File: src/rtl/neuron_seq_ctrl.sv
// Sequencer for a single binary neuron. It loads the threshold and weights from a
// serial config stream, then pairs each input beat with its stored weight word.
module neuron_seq_ctrl #(
    parameter int unsigned PW        = 16,
    parameter int unsigned THRESH_W  = 16,
    parameter int unsigned NUM_BEATS = 4
) (
    input  logic                clk,
    input  logic                rst,
    input  logic                cfg_start,
    input  logic                cfg_w_en,
    input  logic [PW-1:0]       cfg_w_data,
    input  logic                x_valid,
    input  logic [PW-1:0]       x_data,
    output logic                x_ready,
    output logic [PW-1:0]       n_x,
    output logic [PW-1:0]       n_w,
    output logic [THRESH_W-1:0] n_threshold,
    output logic                n_valid_in,
    output logic                n_last,
    output logic                configured,
    output logic                cfg_done,
    output logic                cfg_err
);

    localparam int unsigned      IDX_W    = (NUM_BEATS > 1) ? $clog2(NUM_BEATS) : 1;
    localparam logic [IDX_W-1:0] LAST_IDX = IDX_W'(NUM_BEATS - 1);

    typedef enum logic [1:0] {
        ST_UNCFG   = 2'd0,
        ST_CFG_THR = 2'd1,
        ST_CFG_WGT = 2'd2,
        ST_RUN     = 2'd3
    } state_e;

    state_e              state_q, state_d;
    logic [IDX_W-1:0]    beat_idx_q, beat_idx_d;
    logic [IDX_W-1:0]    wr_idx_q, wr_idx_d;
    logic [THRESH_W-1:0] thr_q, thr_d;
    logic [PW-1:0]       n_x_q, n_x_d;
    logic [PW-1:0]       n_w_q, n_w_d;
    logic                n_valid_q, n_valid_d;
    logic                n_last_q, n_last_d;
    logic                configured_q, configured_d;
    logic                cfg_done_q, cfg_done_d;
    logic                cfg_err_q, cfg_err_d;
    logic                wmem_we;

    logic [PW-1:0]       wmem [NUM_BEATS];

    // Weight storage carries no reset; it is always rewritten before RUN.
    always_ff @(posedge clk) begin
        if (wmem_we) begin
            wmem[wr_idx_q] <= cfg_w_data;
        end
    end

    always_ff @(posedge clk or posedge rst) begin
        if (rst) begin
            state_q      <= ST_UNCFG;
            beat_idx_q   <= '0;
            wr_idx_q     <= '0;
            thr_q        <= '0;
            n_x_q        <= '0;
            n_w_q        <= '0;
            n_valid_q    <= 1'b0;
            n_last_q     <= 1'b0;
            configured_q <= 1'b0;
            cfg_done_q   <= 1'b0;
            cfg_err_q    <= 1'b0;
        end else begin
            state_q      <= state_d;
            beat_idx_q   <= beat_idx_d;
            wr_idx_q     <= wr_idx_d;
            thr_q        <= thr_d;
            n_x_q        <= n_x_d;
            n_w_q        <= n_w_d;
            n_valid_q    <= n_valid_d;
            n_last_q     <= n_last_d;
            configured_q <= configured_d;
            cfg_done_q   <= cfg_done_d;
            cfg_err_q    <= cfg_err_d;
        end
    end

    always_comb begin
        state_d      = state_q;
        beat_idx_d   = beat_idx_q;
        wr_idx_d     = wr_idx_q;
        thr_d        = thr_q;
        n_x_d        = n_x_q;
        n_w_d        = n_w_q;
        n_valid_d    = 1'b0;
        n_last_d     = 1'b0;
        configured_d = configured_q;
        cfg_done_d   = 1'b0;
        cfg_err_d    = 1'b0;
        wmem_we      = 1'b0;
        x_ready      = 1'b0;

        unique case (state_q)
            ST_UNCFG: begin
                if (cfg_start) begin
                    state_d      = ST_CFG_THR;
                    wr_idx_d     = '0;
                    configured_d = 1'b0;
                end
            end
            ST_CFG_THR: begin
                if (cfg_start) begin
                    wr_idx_d = '0;
                end else if (cfg_w_en) begin
                    thr_d    = cfg_w_data[THRESH_W-1:0];
                    wr_idx_d = '0;
                    state_d  = ST_CFG_WGT;
                end
            end
            ST_CFG_WGT: begin
                if (cfg_start) begin
                    wr_idx_d = '0;
                    state_d  = ST_CFG_THR;
                end else if (cfg_w_en) begin
                    wmem_we  = 1'b1;
                    wr_idx_d = wr_idx_q + IDX_W'(1);
                    if (wr_idx_q == LAST_IDX) begin
                        wr_idx_d     = '0;
                        cfg_done_d   = 1'b1;
                        configured_d = 1'b1;
                        state_d      = ST_RUN;
                    end
                end
            end
            ST_RUN: begin
                // Reconfiguration only at an image boundary; mid-image requests are flagged.
                x_ready = !(cfg_start && (beat_idx_q == '0));
                if (cfg_start) begin
                    if (beat_idx_q == '0) begin
                        state_d      = ST_CFG_THR;
                        wr_idx_d     = '0;
                        configured_d = 1'b0;
                    end else begin
                        cfg_err_d = 1'b1;
                    end
                end
                if (x_valid && x_ready) begin
                    n_valid_d  = 1'b1;
                    n_x_d      = x_data;
                    n_w_d      = wmem[beat_idx_q];
                    n_last_d   = (beat_idx_q == LAST_IDX);
                    beat_idx_d = (beat_idx_q == LAST_IDX) ? '0 : beat_idx_q + IDX_W'(1);
                end
            end
            default: begin
                state_d = ST_UNCFG;
            end
        endcase
    end

    assign n_x         = n_x_q;
    assign n_w         = n_w_q;
    assign n_threshold = thr_q;
    assign n_valid_in  = n_valid_q;
    assign n_last      = n_last_q;
    assign configured  = configured_q;
    assign cfg_done    = cfg_done_q;
    assign cfg_err     = cfg_err_q;

endmodule

File: config.mk
export PLATFORM = sky130hd
export DESIGN_NAME = neuron_seq_ctrl
export DESIGN_NICKNAME = d
export VERILOG_FILES = /design/src/rtl/neuron_seq_ctrl.sv
export SDC_FILE = /design/constraint.sdc
export NUM_CORES = 1
export LEC_CHECK = 0
export CAP_MARGIN = 5
export CORE_ASPECT_RATIO = 1.2
export CORE_MARGIN = 2
export CORE_UTILIZATION = 52
export DETAILED_ROUTE_END_ITERATION = 12
export HOLD_SLACK_MARGIN = 0.12
export PLACE_DENSITY = 0.86
export SLEW_MARGIN = 20
export SYNTH_ARGS = -nofsm -noshare
export SYNTH_HDL_FRONTEND = slang
export SYNTH_SLANG_ARGS = --single-unit
File: constraint.sdc
create_clock -name clk -period 2.9 [get_ports clk]
set_input_delay 0.87 -clock clk [delete_from_list [all_inputs] [get_ports clk]]
set_output_delay 0.87 -clock clk [all_outputs]
set_load 0.01 [all_outputs]
* After elaboration in Yosys (flattened, before gate mapping)
Memories as Yosys holds them, arrays and structs flattened. A register that Yosys moved wholly into a read port is not among the register bits.
Index checks and enable logic that the tools add are counted.
** Storage, ports and cells
- RAM bits :: 64
- Memories :: 1
- Flip-flop bits (word level) :: 43
- Word-level logic and storage cells :: 84
- Bits of input ports :: 37
** Cells by class
- Multiplexer cells :: 43
- Bitwise logic cells :: 1
- Equal/unequal tests :: 16
- Reduce and logical (&&, ||, !) cells :: 11
- Add/sub/neg operators :: 2
** Memories
- wmem :: depth 4, width 16, rd ports 1, clocked after memory_dff 1, wr ports 1, RTL line 49 : logic [PW-1:0] wmem [NUM_BEATS];
** Operators by type and width (count)
- two-way mux 2 bit :: 17
- two-way mux 1 bit :: 23
- inequality test 2 bit, second input constant :: 8
- case mux 2 bit (4 select lines) :: 2
- AND reduction 7 bit :: 2
- inequality test 3 bit, second input constant :: 3
- == test 2 bit, second input constant :: 4
- AND reduction 5 bit :: 1
- adder 2 x 1 -> 2 bit, second input constant :: 2
- logical NOT 2 bit :: 2
- case mux 1 bit (3 select lines) :: 1
- AND reduction 3 bit :: 1
- nonzero test 3 bit :: 1
- == test 2 x 1 -> 1 bit, second input constant :: 1
- logical AND 1 bit :: 2
- AND reduction 2 bit :: 1
- logical NOT 1 bit :: 1
- NOT 1 bit :: 1

* Depth between registers and ports, before layout
Gate-level depths: netlist (run 1).
- Depth after elaboration :: 6
- Mapped depth :: 9

* Least setup slack after synthesis (run 1)
Ideal clock, no wire load.
- Path kind :: input to register
- From :: input port cfg_start
- To :: memory wmem[3][0] (enable)
- Arrival :: 1.837 ns
- Path buffers :: 1
- Library setup time :: 0.374 ns
- Required time :: 2.526 ns
- Stages :: 3
- Setup slack :: 0.689 ns
- Cell sequence :: buf_2 -> nor2b_1 -> and3_1
** On the way
- Longest elaborated chain between the ends :: 4
** RTL lines
- start: declaration :: RTL line 10 : input logic cfg_start,
- two-way mux 1 bit :: RTL line 119 : if (cfg_start) begin
- two-way mux 1 bit :: RTL line 101 : unique case (state_q)
- two-way mux 1 bit :: RTL line 53 : if (wmem_we) begin
- two-way mux 1 bit (not written as such) :: RTL line 54 : wmem[wr_idx_q] <= cfg_w_data;
- end: declaration :: RTL line 49
No other way between the ends.

* Worst setup path in the final report (run 1)
- From :: input port cfg_start
- To :: output port x_ready
** On the way
- Longest elaborated chain between the ends :: 3
** RTL lines
- logical AND 1 bit :: RTL line 135 : x_ready = !(cfg_start && (beat_idx_q == '0));
- logical NOT 1 bit :: RTL line 135
- two-way mux 1 bit :: RTL line 101
- end: declaration :: RTL line 15 : output logic x_ready,
No other way between the ends.

==> reports/results.tsv, run 1 <==
metric	value	unit
grt_pass1_vias	2813	
crit_path_start_kind	primary input	
port-buffer-count	90	
drv_cap	0	
fin_util	0.716	
finalMaxSlewViolations	0	
cts_tree	done	
synth_area_leaders	edfxtp_1, dfrtp_1, mux2_2	
crit_chain	clkdlybuf4s50_1 > a21boi_4 > dlygate4sd2_1	
drt_iter0_drc	177	
hold_slack	0.504	ns
finalNonFillerCells	501	
fin_crit	2.64	ns
critPathMaxFanout	2	
critPathSlowestCell	clkdlybuf4s50_1	
post_cts_buffers	0	
cts_made_buffers	17	
ctsLongestPathBuffers	2	
postSynthCellCount	256	
leakagePower	0.00256	uW
fin_nets	418	
routed_wirelength	9180	um
post-synth-top-area-cell	edfxtp_1	
fmax	379	MHz
io_pins	91	
grt_remaining_overflow	0	
syn_area	4840	um^2
ir_drop	0.502	mV
critPathRequiredTime	2.03	ns
die_w	92.1	um
worstSetupPathType	in -> out	
finClkSkew	0.00632	ns
cts-root-buf	clkbuf_8	
placed_cell_area	5920	um^2
grt_max_degree	31	
fp.coreArea	9030	um^2
worst_pin_slew	0.553	ns
synth_warnings	0	
finalSetupViolCount	0	
insertion_delay	0.52	ns
syn_nets	306	
relSlewSlack	0.629	
cts-resized-gates	1	
setup_slack	0.263	ns
synth_top_cell_area_share	0.397	
gp_congestion	0.749	
clock_sinks	123	
rows	38	
async_flop_share	0.480	
dieArea	10100	um^2
critical_path_arrival	1.77	ns
grt_pass1_wl	14400	um
htree_levels	4	
finalCritPeriodShare	0.909	
dpl.hpwl	5870	um
drc_errors	0	
hold_buffers	0	
power_density	1000	nW/um^2
start_util	0.536	
final_cell_area	6470	um^2
place_ws	-0.0118	ns
finalHoldViolCount	0	
grt_setup_unrepaired	false	
first_pass_iters	4	
hold_class	reg -> reg	
vias	2686	
clk_pin_slew	0.05	ns
syn_area_per_cell	18.9	um^2
outcome	finished clean	
die_height	110	um
grt_antenna_before_repair	0	
worst_setup_path_end_kind	output port	
avgRoutedWirePerCell	18.3	um
num_antenna_cells	0	
fillCellCount	553	
dpl.cell_count	469	
yosys_register_bits	123	
max_stage_delay	0.46	ns
areaGrowthSynthToFinish	33.7	%
synth_flop_cell	edfxtp_1	
grtUsageTotal	0.199	
drive_above_1_share	0.278	
avgViaCountPerCell	5.36	
ys_types	27	
synth-seq-area-share	0.702	
ant_nets	0	
synth_edf_count	64	
==> per-layer routing <==
metal	wire (um)	track usage
met5	0	0
met4	177	0.0928
met3	491	0.0658
met2	5050	0.350
met1	3460	0.219
==> sequential cells by signal, summed over array words and instances (netlist names), 2 cells and up <==
register and count:
wr_idx_q 2, n_x 16, beat_idx_q 2, n_threshold 16
state_q 2, n_w 16, wmem 64
==> final timing paths <==
kind | startpoint | endpoint | slack, ns | cells past startpoint
setup / recovery | cfg_start | x_ready | 0.26 | 3
hold / removal | n_x[11]$_DFFE_PP0P_ | n_x[11]$_DFFE_PP0P_ | 0.50 | 1
setup reg to reg | state_q[0]$_DFFE_PP0P_ | wmem[2][7]$_DFFE_PP_ | 0.96 | 5
hold reg to reg | n_x[11]$_DFFE_PP0P_ | n_x[11]$_DFFE_PP0P_ | 0.50 | 1
max in group asynchronous | rst | n_threshold[1]$_DFFE_PP0P_ | 1.84 | 3
min in group asynchronous | rst | n_w[0]$_DFFE_PP0P_ | 0.75 | 3
==> power by group <==
part | switching (uW) | internal (uW)
sequential | 225 | 2250
clock | 792 | 1150
combinational | 816 | 1260
==> logic make-up after synthesis <==
| family | count (synthesis) | share of synthesized area |
|---|---|---|
| flip-flops | 123 | 0.702 |
| multiplexers | 69 | 0.203 |
| AND/OR/NAND/NOR | 23 | 0.0259 |
| buffers and inverters | 19 | 0.0212 |
| adder cells (fa/ha/maj) | 13 | 0.0336 |
| AO/OA/AOI/OAI | 9 | 0.0142 |
==> placed cells by master, fill, tap and decap left out <==
cell type / count
a211oi_1: 1
a21boi_4: 1
a221o_1: 1
a31oi_1: 1
and3_1: 6
buf_4: 13
bufinv_16: 1
clkbuf_16: 16
clkbuf_8: 1
clkdlybuf4s50_1: 89
clkinv_2: 3
clkinv_4: 2
clkinvlp_4: 3
dfrtp_1: 59
dlygate4sd2_1: 1
edfxtp_1: 64
ha_1: 13
inv_1: 8
inv_2: 1
inv_6: 5
inv_8: 1
mux2_2: 49
mux2i_1: 4
mux4_1: 8
mux4_2: 8
nand2_1: 4
nand2_2: 1
nand2b_1: 2
nand3_1: 1
nand3b_2: 1
nor2_1: 5
nor2b_1: 2
o21ai_0: 4
o22ai_1: 1
or3_1: 1
==> cells in the mapped netlist, types with 2 or more instances <==
library cell and count:
and3_1 6, buf_2 6, clkbuf_1 2, dfrtp_1 59
edfxtp_1 64, ha_1 13, inv_1 9, mux2_2 49
mux2i_1 4, mux4_1 8, mux4_2 8, nand2_1 4
nand2b_1 2, nor2_1 5, nor2b_1 2, o21ai_0 4
==> worst max-delay path: cells and delay by family <==
| family | cells | cell delay [ns] |
|---|---|---|
| AOI/OAI and AO/OA | 1 | 0.15 |
| buffers and inverters | 2 | 0.74 |
==> through the flow <==
step                TNS (ns)  total power, uW
global placement           0             4510
detailed placement   -0.0118             4580
global route               0             6800
finish                     0             6490
floorplan                  0             3590
CTS                        0             6560
==> cell type report <==
type                    count  area [um^2]  share of cell area
repair buffers            103          997               0.154
flip-flops and latches    123         3400               0.525
well taps                 120          150              0.0232
clock buffers              17          414              0.0640
inverters                   9         33.8             0.00522
multi-input cells         114         1340               0.207
clock inverters            15          140              0.0217
No activity file was read; power rests on OpenSTA's default activity.
==> inputs of run 2 (changes only) <==
--- a/constraint.sdc
+++ b/constraint.sdc
@@ -3,2 +3,2 @@
 set_output_delay 0.87 -clock clk [all_outputs]
-set_load 0.01 [all_outputs]
+set_load 0.02 [all_outputs]
==> run 2 against run 1 <==
Clock-buffer cell count up 3. Cell area hardly changed. Fmax decreased by 2.0%. Combinational power up 13%. Clock skew is 0.00059 ns lower. Highest routed layer unchanged. Via count decreased by 1.2%. Total power is 4.7% higher. Global-route usage is 0.11 points lower. Sequential share of layout area is essentially flat. Critical path depth is the same. Largest cell class unchanged. Die area did not move. Sequential cell count stayed put.
==> reports/results.tsv, run 2 (synthesis results as in run 1) <==
metric	value	unit
hold_class	reg -> reg	
finClkSkew	0.00573	ns
swShare	0.301	
drt_iter0_drc	184	
vias	2654	
outcome	finished clean	
rows	38	
hold_start	n_x[12]$_DFFE_PP0P_	
worst_setup_path_end_kind	output port	
max_stage_delay	0.46	ns
avgRoutedWirePerCell	18.2	um
cts_tree	done	
finalCritPeriodShare	0.928	
crit_path_start_kind	primary input	
holdPathStages	1	
gp_congestion	0.738	
fmax	372	MHz
routed_wirelength	9100	um
grt_pass1_wl	14400	um
fin_nets	418	
start_util	0.536	
largest_reg_flops	64	
post_cts_buffers	0	
layout_common_cells	clkdlybuf4s50_1, edfxtp_1, dfrtp_1	
final_common_cell	clkdlybuf4s50_1	
grt_pass1_vias	2805	
fp.coreArea	9030	um^2
worstSetupPathType	in -> out	
critical_path_arrival	1.82	ns
crit_chain	clkdlybuf4s50_1 > a21boi_4 > dlygate4sd2_1	
final_cell_area	6480	um^2
r2r-end	wmem[0][15]$_DFFE_PP_	
relSlewSlack	0.632	
first_pass_iters	4	
reg2reg_depth	5	
port-buffer-count	90	
finalHoldViolCount	0	
cts-root-buf	clkbuf_8	
insertion_delay	0.52	ns
pwr-share-seq	0.363	
hold_buffers	0	
power_density	1050	nW/um^2
grt_antenna_before_repair	0	
pwr-share-clk	0.290	
ir_drop	0.584	mV
leakagePower	0.00256	uW
combPwrFrac	0.347	
grt_max_degree	32	
grt_setup_unrepaired	false	
cts_made_buffers	17	
critPathSlowestCell	clkdlybuf4s50_1	
critPathMaxFanout	2	
fin_util	0.717	
dpl.hpwl	5810	um
finalMaxSlewViolations	0	
die_w	92.1	um
drv_cap	0	
power.net_switching	2050	uW
drc_errors	0	
htree_levels	4	
ant_nets	0	
areaGrowthSynthToFinish	33.8	%
drive_above_1_share	0.270	
num_antenna_cells	0	
clock_sinks	123	
grt_remaining_overflow	0	
place_ws	-0.0704	ns
holdPathEnd	n_x[12]$_DFFE_PP0P_	
io_pins	91	
worst_pin_slew	0.549	ns
clk_pin_slew	0.06	ns
internal_power	4750	uW
placed_cell_area	5920	um^2
ctsLongestPathBuffers	2	
fillCellCount	560	
dieArea	10100	um^2
regMostFlops	wmem	
die_height	110	um
avgViaCountPerCell	5.30	
setup_slack	0.208	ns
r2r_slack	0.98	ns
finalSetupViolCount	0	
r2r-start	state_q[0]$_DFFE_PP0P_	
critPathRequiredTime	2.03	ns
grtUsageTotal	0.197	
fin_crit	2.69	ns
[run 2: timing repair]
action,4_1_cts,5_1_grt
endpoints found under the setup margin,1,0
hold endpoints to repair,0,0
gates resized for setup,1,0
[run 2: worst max path at each step]
| stage | endpoint | startpoint | depth (start not counted) | slack [ns] |
|---|---|---|---|---|
| 3_3_place_gp | x_ready | cfg_start | 3 | -0.06 |
| 6_report | x_ready | cfg_start | 3 | 0.21 |
| 5_1_grt | x_ready | cfg_start | 3 | 0.16 |
| 4_1_cts | x_ready | cfg_start | 3 | 0.20 |
| 3_5_place_dp | x_ready | cfg_start | 3 | -0.07 |
| 2_1_floorplan | beat_idx_q[0]$_DFFE_PP0P_ | rst | 1 | 0.57 |
[run 2: cell type report]
type	count	area, um^2	share of cell area
Sequential cell	123	3400	0.525
Inverter	9	33.8	0.00522
Multi-Input combinational cell	114	1340	0.207
Clock buffer	20	435	0.0672
Timing Repair Buffer	103	997	0.154
Clock inverter	12	124	0.0191
Tap cell	120	150	0.0232
[run 2: metal layers]
layer,share of wire,global-route usage,vias to the layer above
li1,-,-,1199
met3,0.040,0.0740,14
met1,0.40,0.222,1366
met4,0.017,0.0736,0
met5,0,0,-
met2,0.54,0.347,75
[run 2: power groups by stage]
stage	clock network (uW)	logic, uW	registers [uW]
global placement	0	2320	2470
detailed placement	0	2370	2500
finish	1970	2350	2470
CTS	2000	2390	2470
global route	2090	2500	2520
floorplan	0	960	2910
[run 2: worst max-delay path, delay by kind of cell]
kind                   cells  cell delay [ns]
AO/OA/AOI/OAI              1             0.15
buffers and inverters      2             0.80
[run 2: metrics by stage]
stage                     setup TNS [ns]  hold WS [ns]  cells  total power (uW)
after floorplan                        0         0.558    256              3870
after global placement           -0.0553         0.486    469              4790
after detailed placement         -0.0704         0.491    469              4880
after CTS                              0         0.504    501              6860
after global routing                   0         0.519    501              7100
final                                  0         0.500    501              6800
==> inputs of run 3 (changes only) <==
Settings changed: CAP_MARGIN 5 to 10, CORE_UTILIZATION 52 to 56, PLACE_DENSITY 0.86 to 0.91, TNS_END_PERCENT set to 10.
Clock period 2.9 ns to 3.3 ns, I/O delays scaled along.
==> run 3 against run 2 <==
Register-to-register slack improved by 0.25 ns. Clock skew up 0.0034 ns. Total power decreased by 11%. First-iteration DRC count grew 13%. Global-route usage rose by 3.7 points. Largest power group unchanged.
==> reports/results.tsv, run 3 (synthesis results as in run 1) <==
metric	value	unit
io_pins	91	
power.net_switching	1810	uW
critPathMaxFanout	2	
fin_nets	416	
insertion_delay	0.52	ns
finalCritPeriodShare	0.987	
ant_nets	0	
final_common_cell	clkdlybuf4s50_1	
hold_start	n_x[12]$_DFFE_PP0P_	
crit_path_start_kind	primary input	
die_w	88.9	um
regArea	3400	um^2
fin_crit	3.26	ns
cts_tree	done	
layout_common_cells	clkdlybuf4s50_1, edfxtp_1, dfrtp_1	
clock_sinks	123	
grt_pass1_vias	2907	
timing.setup.tns	0	ns
finalNonFillerCells	496	
drt_iter0_drc	208	
worst_setup_path_end_kind	output port	
vias	2736	
combPwrFrac	0.348	
grt_max_degree	31	
cts_made_buffers	17	
power_density	935	nW/um^2
reg2reg_depth	5	
areaGrowthSynthToFinish	33.8	%
swShare	0.299	
ir_drop	0.563	mV
dpl.hpwl	5970	um
hold_slack	0.501	ns
die_height	106	um
finClkSkew	0.00911	ns
port-buffer-count	90	
critPathRequiredTime	2.31	ns
critical_path_arrival	2.27	ns
relSlewSlack	0.622	
grt_setup_unrepaired	false	
grt_antenna_before_repair	0	
start_util	0.571	
worstSetupPathType	in -> out	
post_cts_buffers	0	
fillCellCount	473	
r2r-end	wmem[1][12]$_DFFE_PP_	
clk_pin_slew	0.05	ns
fp.coreArea	8470	um^2
hold_class	reg -> reg	
finalHoldViolCount	0	
fmax	307	MHz
finalMaxSlewViolations	0	
ctsLongestPathBuffers	2	
drive_above_1_share	0.253	
largest_reg_flops	64	
grtUsageTotal	0.235	
outcome	finished clean	
internal_power	4240	uW
r2r_slack	1.23	ns
r2r-start	state_q[0]$_DFFE_PP0P_	
pwr-share-seq	0.361	
finalSetupViolCount	0	
htree_levels	4	
hold_buffers	0	
final_cell_area	6480	um^2
cts-resized-gates	0	
pwr-share-clk	0.291	
grt_pass1_wl	15600	um
worst_pin_slew	0.564	ns
num_antenna_cells	0	
holdPathStages	1	
grt_remaining_overflow	0	
holdPathEnd	n_x[12]$_DFFE_PP0P_	
rows	37	
routed_wirelength	10100	um
first_pass_iters	4	
drc_errors	0	
avgViaCountPerCell	5.52	
placed_cell_area	5910	um^2
gp_congestion	0.716	
cts-root-buf	clkbuf_8	
avgRoutedWirePerCell	20.3	um
leakagePower	0.00256	uW
drv_cap	0	
regMostFlops	wmem	
dieArea	9410	um^2
dpl.cell_count	464	
multiInputGateArea	1340	um^2
-- run 3: worst max-delay path by stage --
| stage | from | end | slack [ns] | cells after the start |
|---|---|---|---|---|
| 2_1_floorplan | rst | beat_idx_q[0]$_DFFE_PP0P_ | 0.85 | 1 |
| 3_3_place_gp | cfg_start | x_ready | 0.10 | 3 |
| 3_5_place_dp | cfg_start | x_ready | 0.09 | 3 |
| 4_1_cts | cfg_start | x_ready | 0.05 | 3 |
| 5_1_grt | cfg_start | x_ready | 0.001 | 3 |
| 6_report | cfg_start | x_ready | 0.04 | 3 |
-- run 3: cell type report --
class,count,area share
flip-flops and latches,123,0.525
multi-input cells,114,0.207
repair buffers,101,0.154
clock buffers,29,0.0771
well taps,117,0.0226
clock inverters,3,0.0100
inverters,9,0.00522
-- run 3: power groups by stage --
stage               Sequential [uW]  Clock, uW  Combinational (uW)
CTS                            2190       1780                2130
finish                         2190       1760                2110
detailed placement             2200          0                2100
global route                   2220       1850                2230
global placement               2170          0                2030
floorplan                      2550          0                 844
-- run 3: critical path, stage by stage --
cell	delay, ns
clkdlybuf4s50_1	0.49
a21boi_4	0.17
clkdlybuf4s50_1	0.62
-- run 3: through the flow --
| stage | setup slack, ns | total power [uW] | utilization |
|---|---|---|---|
| floorplan | 0.854 | 3400 | - |
| global placement | 0.105 | 4190 | 0.698 |
| detailed placement | 0.0902 | 4300 | 0.698 |
| CTS | 0.0511 | 6100 | 0.765 |
| global route | 0.00148 | 6310 | 0.765 |
| finish | 0.0430 | 6050 | 0.765 |
-- run 3: layer usage --
| metal | up-vias | share of wire | GRT usage |
|---|---|---|---|
| li1 | 1195 | - | - |
| met1 | 1431 | 0.38 | 0.276 |
| met2 | 92 | 0.55 | 0.392 |
| met3 | 18 | 0.046 | 0.0775 |
| met4 | 0 | 0.017 | 0.0920 |
| met5 | - | 0 | 0 |
